## config.mk

```make
export PLATFORM = sky130hd
export DESIGN_NAME = imem_program_loader
export DESIGN_NICKNAME = d
export VERILOG_FILES = /design/src/rtl/rv_pkg.sv /design/src/rtl/instr_encoder.sv /design/src/rtl/imem_program_loader.sv
export SDC_FILE = /design/constraint.sdc
export NUM_CORES = 1
export LEC_CHECK = 0
export BUFFER_PORTS_ARGS = -buffer_cell sky130_fd_sc_hd__buf_4
export CAP_MARGIN = 20
export CORE_MARGIN = 2
export CORE_UTILIZATION = 49
export DETAILED_ROUTE_END_ITERATION = 6
export PLACE_DENSITY = 0.89
export SKIP_LAST_GASP = 1
export SLEW_MARGIN = 20
export SYNTH_ARGS = -nofsm -noshare
export SYNTH_HDL_FRONTEND = slang
export SYNTH_SLANG_ARGS = --single-unit
```

## constraint.sdc

```tcl
create_clock -name clk -period 1.9 [get_ports clk]
set_input_delay 0.19 -clock clk [delete_from_list [all_inputs] [get_ports clk]]
set_output_delay 0.19 -clock clk [all_outputs]
set_load 0.01 [all_outputs]
```

## src/rtl/rv_pkg.sv

```systemverilog
// Shared RV32I definitions: instruction classes, encoding fields, loader states.
package rv_pkg;

   // Symbolic instruction classes accepted by the loader (same set as the decoder)
   typedef enum logic [3:0] {
      LW   = 4'd0,
      SW   = 4'd1,
      ADD  = 4'd2,
      SUB  = 4'd3,
      AND  = 4'd4,
      OR   = 4'd5,
      SLT  = 4'd6,
      BEQ  = 4'd7,
      ADDI = 4'd8,
      JAL  = 4'd9,
      LUI  = 4'd10
   } instr_class_t;

   // Major opcodes
   localparam logic [6:0] OPC_LOAD   = 7'b0000011;
   localparam logic [6:0] OPC_STORE  = 7'b0100011;
   localparam logic [6:0] OPC_OP     = 7'b0110011;
   localparam logic [6:0] OPC_OPIMM  = 7'b0010011;
   localparam logic [6:0] OPC_BRANCH = 7'b1100011;
   localparam logic [6:0] OPC_JAL    = 7'b1101111;
   localparam logic [6:0] OPC_LUI    = 7'b0110111;

   // funct3 values
   localparam logic [2:0] F3_LW   = 3'b010;
   localparam logic [2:0] F3_SW   = 3'b010;
   localparam logic [2:0] F3_ADD  = 3'b000;
   localparam logic [2:0] F3_SLT  = 3'b010;
   localparam logic [2:0] F3_OR   = 3'b110;
   localparam logic [2:0] F3_AND  = 3'b111;
   localparam logic [2:0] F3_BEQ  = 3'b000;
   localparam logic [2:0] F3_ADDI = 3'b000;

   // funct7 values (sub differs from add only here)
   localparam logic [6:0] F7_BASE = 7'b0000000;
   localparam logic [6:0] F7_SUB  = 7'b0100000;

   // Loader FSM states
   typedef enum logic [1:0] {
      IDLE = 2'd0,
      LOAD = 2'd1,
      DONE = 2'd2
   } loader_state_t;

endpackage

```

## src/rtl/instr_encoder.sv

```systemverilog
// Combinational encoder: symbolic descriptor -> RV32I instruction word.
// Register fields not used by a format are left zero; unsupported classes flag illegal.
module instr_encoder
   import rv_pkg::*;
(
   input  logic [3:0]  cls_i,
   input  logic [4:0]  rd_i,
   input  logic [4:0]  rs1_i,
   input  logic [4:0]  rs2_i,
   input  logic [31:0] imm_i,
   output logic [31:0] word_o,
   output logic        illegal_o
);

   // Branch/jump offsets are halfword aligned, so bit 0 never reaches the word
   logic unused_imm;
   assign unused_imm = imm_i[0];

   // Assemble the instruction fields for each supported class
   always_comb begin
      word_o    = '0;
      illegal_o = 1'b0;
      case (cls_i)
         LW:   word_o = {imm_i[11:0], rs1_i, F3_LW, rd_i, OPC_LOAD};
         SW:   word_o = {imm_i[11:5], rs2_i, rs1_i, F3_SW, imm_i[4:0], OPC_STORE};
         ADD:  word_o = {F7_BASE, rs2_i, rs1_i, F3_ADD, rd_i, OPC_OP};
         SUB:  word_o = {F7_SUB,  rs2_i, rs1_i, F3_ADD, rd_i, OPC_OP};
         AND:  word_o = {F7_BASE, rs2_i, rs1_i, F3_AND, rd_i, OPC_OP};
         OR:   word_o = {F7_BASE, rs2_i, rs1_i, F3_OR,  rd_i, OPC_OP};
         SLT:  word_o = {F7_BASE, rs2_i, rs1_i, F3_SLT, rd_i, OPC_OP};
         BEQ:  word_o = {imm_i[12], imm_i[10:5], rs2_i, rs1_i, F3_BEQ,
                         imm_i[4:1], imm_i[11], OPC_BRANCH};
         ADDI: word_o = {imm_i[11:0], rs1_i, F3_ADDI, rd_i, OPC_OPIMM};
         JAL:  word_o = {imm_i[20], imm_i[10:1], imm_i[11], imm_i[19:12], rd_i, OPC_JAL};
         LUI:  word_o = {imm_i[31:12], rd_i, OPC_LUI};
         default: illegal_o = 1'b1;
      endcase
   end

endmodule

```

## src/rtl/imem_program_loader.sv

```systemverilog
// Program loader: encodes a stream of instruction descriptors and writes them
// to instruction memory from word 0, holding the core in reset until complete.
module imem_program_loader
   import rv_pkg::*;
#(
   parameter  int unsigned DEPTH = 64,
   localparam int unsigned AW    = $clog2(DEPTH)
) (
   input  logic          clk,
   input  logic          reset,
   input  logic          start,
   input  logic          in_valid,
   output logic          in_ready,
   input  logic [3:0]    in_class,
   input  logic [4:0]    in_rd,
   input  logic [4:0]    in_rs1,
   input  logic [4:0]    in_rs2,
   input  logic [31:0]   in_imm,
   input  logic          in_last,
   output logic          imem_we,
   output logic [AW-1:0] imem_addr,
   output logic [31:0]   imem_wdata,
   output logic          core_reset,
   output logic          done,
   output logic          err
);

   localparam logic [AW-1:0] LAST_ADDR = AW'(DEPTH - 1);

   loader_state_t state_q, state_d;
   logic [AW-1:0] count_q, count_d;
   logic          full_q,  full_d;
   logic          err_q,   err_d;
   logic          we_q,    we_d;
   logic [AW-1:0] addr_q,  addr_d;
   logic [31:0]   wdata_q, wdata_d;

   logic [31:0]   enc_word;
   logic          enc_illegal;

   instr_encoder u_enc (
      .cls_i     (in_class),
      .rd_i      (in_rd),
      .rs1_i     (in_rs1),
      .rs2_i     (in_rs2),
      .imm_i     (in_imm),
      .word_o    (enc_word),
      .illegal_o (enc_illegal)
   );

   // State, counter and registered write port
   always_ff @(posedge clk) begin
      if (reset) begin
         state_q <= IDLE;
         count_q <= '0;
         full_q  <= 1'b0;
         err_q   <= 1'b0;
         we_q    <= 1'b0;
         addr_q  <= '0;
         wdata_q <= '0;
      end else begin
         state_q <= state_d;
         count_q <= count_d;
         full_q  <= full_d;
         err_q   <= err_d;
         we_q    <= we_d;
         addr_q  <= addr_d;
         wdata_q <= wdata_d;
      end
   end

   // Next-state, handshake and write generation
   always_comb begin
      state_d  = state_q;
      count_d  = count_q;
      full_d   = full_q;
      err_d    = err_q;
      we_d     = 1'b0;
      addr_d   = addr_q;
      wdata_d  = wdata_q;
      in_ready = 1'b0;
      case (state_q)
         IDLE: begin
            if (start) begin
               state_d = LOAD;
               count_d = '0;
               full_d  = 1'b0;
               err_d   = 1'b0;
            end
         end
         LOAD: begin
            in_ready = ~full_q;
            if (in_valid && !full_q) begin
               if (enc_illegal) begin
                  err_d = 1'b1;
               end else begin
                  we_d    = 1'b1;
                  addr_d  = count_q;
                  wdata_d = enc_word;
                  count_d = count_q + AW'(1);
                  // Memory is now full; count has wrapped and must not be reused
                  if (count_q == LAST_ADDR) full_d = 1'b1;
               end
               if (in_last) state_d = DONE;
            end else if (in_valid && full_q) begin
               // A descriptor beyond capacity is refused and ends the load
               err_d   = 1'b1;
               state_d = DONE;
            end
         end
         DONE: begin
            if (start) begin
               state_d = LOAD;
               count_d = '0;
               full_d  = 1'b0;
               err_d   = 1'b0;
            end
         end
         default: state_d = IDLE;
      endcase
   end

   assign imem_we    = we_q;
   assign imem_addr  = addr_q;
   assign imem_wdata = wdata_q;
   assign err        = err_q;
   assign done       = (state_q == DONE);
   assign core_reset = (state_q != DONE);

endmodule
```

==> summary.md <==
| Metric | Value |
|---|---|
| CP Data Arrival Time | 1.85 ns |
| Reg2reg start | full_q |
| Clock tree buffer depth | 2 |
| Layout cells sized above 1 | 29.3% |
| Clock buffer count from CTS | 5 |
| Drt total wl | 7330 um |
| RSZ-0062 raised after global routing | false |
| Antenna Nets Post-Route | 0 |
| Final worst path period need | 1.62 ns |
| TritonCTS Sinks | 48 |
| Hpwl dp | 5170 um |
| Largest net degree at the start of global routing | 44 |
| Reported max-cap violation count | 0 |
| CP Max Fanout | 10 |
| # port buffers | 98 |
| Mapped Nets | 375 |
| Setup crit start kind | register |
| Commonest non-fill, non-tap cell in the layout | buf_4 |
| Hold path depth | 3 |
| Synth-to-Final Area Change | 36.9% |
| Avg Inst Size Synth | 7.91 um2 |
| Area leader, netlist | dfxtp_1 |
| Clk_lat worst skew | 0.30 ns |
| Period Utilization, post-route | 85.4% |
| Cell Rows | 26 |
| Reg-to-reg slack, setup | 0.28 ns |
| Starting DRT DRC Count | 250 |
| Max_slew headroom | 73.1% |
| CP endpoint kind | register |
| Final setup vio count | 0 |
| Worst EP required | 2.13 ns |
| Number of distinct library cells after synthesis | 49 |
| Highest clock rate | 0.616 GHz |
| Post-CTS sizing | 0 |
| Hold buffers post-CTS | 0 |
| Final Max Slew Viols | 0 |
| First-pass GRT wire length | 10900 um |
| Ys async rst share | 0% |
| Vias/cell | 5.83 |
| Starting Density | 49.9% |
| Hold_sp | in_imm[19] |
| Yosys top cell area share | 38.2% |
| Most frequent cells in the layout | buf_4, dfxtp_1, nor2_1, nand2_1, a21oi_1 |
| Worst Tran Pin Value | 0.401 ns |
| Vias | 2773 |
| TritonRoute pass-1 iters | 5 |
| Clock Tree Root | clkbuf_8 |
| Critical-path top delay cell | or4_1 |
| Hold Path Class | in2reg |
| FF+latch count, synth | 48 |
| Final hold vios | 0 |
| TritonCTS clock tree | yes |
| Power, Total | 2.35 mW |
| Register area share after synthesis | 38.2% |
| Crit path cell chain | nand4bb_1, a21o_1, or4_1, a21oi_1 |
| Die Wd | 75.6 um |
| DRC violations left | 0 |
| # Post-CTS Setup Buffers | 0 |
| R2R depth | 4 |
| Syn Inst Count | 318 |
| Post-Synthesis Cell Area | 2510 um2 |
| Post-DR wirelength/cell | 15.4 um |
| Chip height | 75.6 um |
| Status | complete, no violations |
| All-Layer GR Usage | 24.6% |
| Initial antenna violation count | 0 |
| Yosys warns | 0 |
| Synth top area cells | dfxtp_1, nor2_1, a21oi_1 |
| Grt ovf | 0 |
| PwrDens | 683 nW/um2 |
| Final Skew | 0.00634 ns |
| RR Endpoint | count_q[5] |
| Hold Path Sink | imem_wdata[19] |
| Gp weighted congestion | 0.866 |
| Die area | 5720 um2 |
| I/O pin count | 99 |
| Clock Pin Slew Worst Setup and Hold Paths | 0.09 ns |
| Setup TNS | 0 ns |
| Vias in the first global route | 2428 |
| Final nets | 463 |
| VDD IR max | 397 uV |
| Most used flip-flop cell after synthesis | dfxtp_1 |
| Number of synthesized flops with an enable pin | 0 |
| Crit path kind | reg2reg |
| Number of antenna repair diodes | 0 |
| Leak Pwr | 1.41 nW |
| Htree depth | 2 |
| CORE AREA | 5040 um2 |
| Slowest stage delay, CP | 0.53 ns |
==> synthesized netlist by cell type (2+ instances only) <==
| library cell | n |
|---|---|
| nand3b_1 | 10 |
| a21oi_1 | 27 |
| nor3b_1 | 2 |
| a22oi_1 | 5 |
| nor2_1 | 38 |
| inv_1 | 7 |
| a311oi_1 | 7 |
| o21ai_0 | 8 |
| xnor2_1 | 4 |
| nand3_1 | 18 |
| a22o_1 | 5 |
| nand4b_1 | 2 |
| clkbuf_1 | 17 |
| nand2_1 | 29 |
| nand4_1 | 2 |
| a32o_1 | 4 |
| nor2b_1 | 6 |
| a31oi_1 | 2 |
| buf_2 | 8 |
| and3b_1 | 2 |
| buf_6 | 2 |
| nand2b_1 | 8 |
| a221oi_1 | 3 |
| or4_1 | 2 |
| a211oi_1 | 12 |
| a32oi_1 | 5 |
| or3_1 | 2 |
| nor3_1 | 8 |
| nor4_1 | 3 |
| dfxtp_1 | 48 |
| a21o_1 | 4 |
==> critical path: cells and delay by family, from the launching register on <==
kind / cells / cell delay, ns
AOI/OAI and AO/OA: 2 / 0.44
and+or+nand+nor: 2 / 0.76
DFF: 1 / 0.36
==> flip-flops by register name, summed over array words and instances (netlist names) <==
| signal | count |
|---|---|
| state_q | 2 |
| full_q | 1 |
| count_q | 6 |
| err | 1 |
| imem_addr | 6 |
| imem_we | 1 |
| imem_wdata | 31 |
==> kinds of logic after synthesis <==
family	synth area share, %
adder cells (fa/ha/maj)	0.497
multiplexers	0.398
flip-flops	38.2
AO/OA/AOI/OAI	25.9
AND/OR/NAND/NOR	26.9
XOR/XNOR	1.39
buffers and inverters	6.67
==> metrics by stage <==
step / utilization, % / instances / area (um2) / hold WS [ns] / worst slack, ns
2_1_floorplan: - / 318 / 2510 / 0.299 / 0.310
3_3_place_gp: 65.7 / 469 / 3310 / 0.384 / 0.302
3_5_place_dp: 65.7 / 469 / 3310 / 0.392 / 0.263
4_1_cts: 68.3 / 476 / 3440 / 0.0766 / 0.275
5_1_grt: 68.3 / 476 / 3440 / 0.0884 / 0.191
6_report: 68.3 / 476 / 3440 / 0.0884 / 0.277
==> where the power goes <==
group | switching [mW] | internal, mW
clock network | 0.332 | 0.518
logic | 0.225 | 0.214
registers | 0.0216 | 1.04
==> how the worst max path moves through the flow <==
stage / start / endpoint / slack, ns
2_1_floorplan: full_q / count_q[5] / 0.31
3_3_place_gp: in_class[1] / imem_wdata[22] / 0.30
3_5_place_dp: in_class[1] / imem_wdata[21] / 0.26
4_1_cts: full_q / count_q[5] / 0.27
5_1_grt: full_q / imem_wdata[7] / 0.19
6_report: full_q / count_q[5] / 0.28
==> cell type report <==
| cell class | instances | area, um2 |
|---|---|---|
| fillers | 435 | 1600 |
| multi-input cells | 233 | 1400 |
| flip-flops and latches | 48 | 961 |
| repair buffers | 110 | 838 |
| well taps | 70 | 87.6 |
| clock buffers | 5 | 68.8 |
| clock inverters | 2 | 60.1 |
| inverters | 8 | 30.0 |
==> layer usage <==
layer / wire [um] / part of all wire (%) / global-route usage [%] / up-vias
li1: - / - / - / 1330
met1: 2900 / 40 / 30.1 / 1304
met4: 31 / 0.42 / 7.99 / 0
met2: 3830 / 52 / 42.9 / 135
met5: 0 / 0 / 0 / -
met3: 573 / 7.8 / 5.42 / 4
Note: power is estimated with default switching activity, not from simulation.
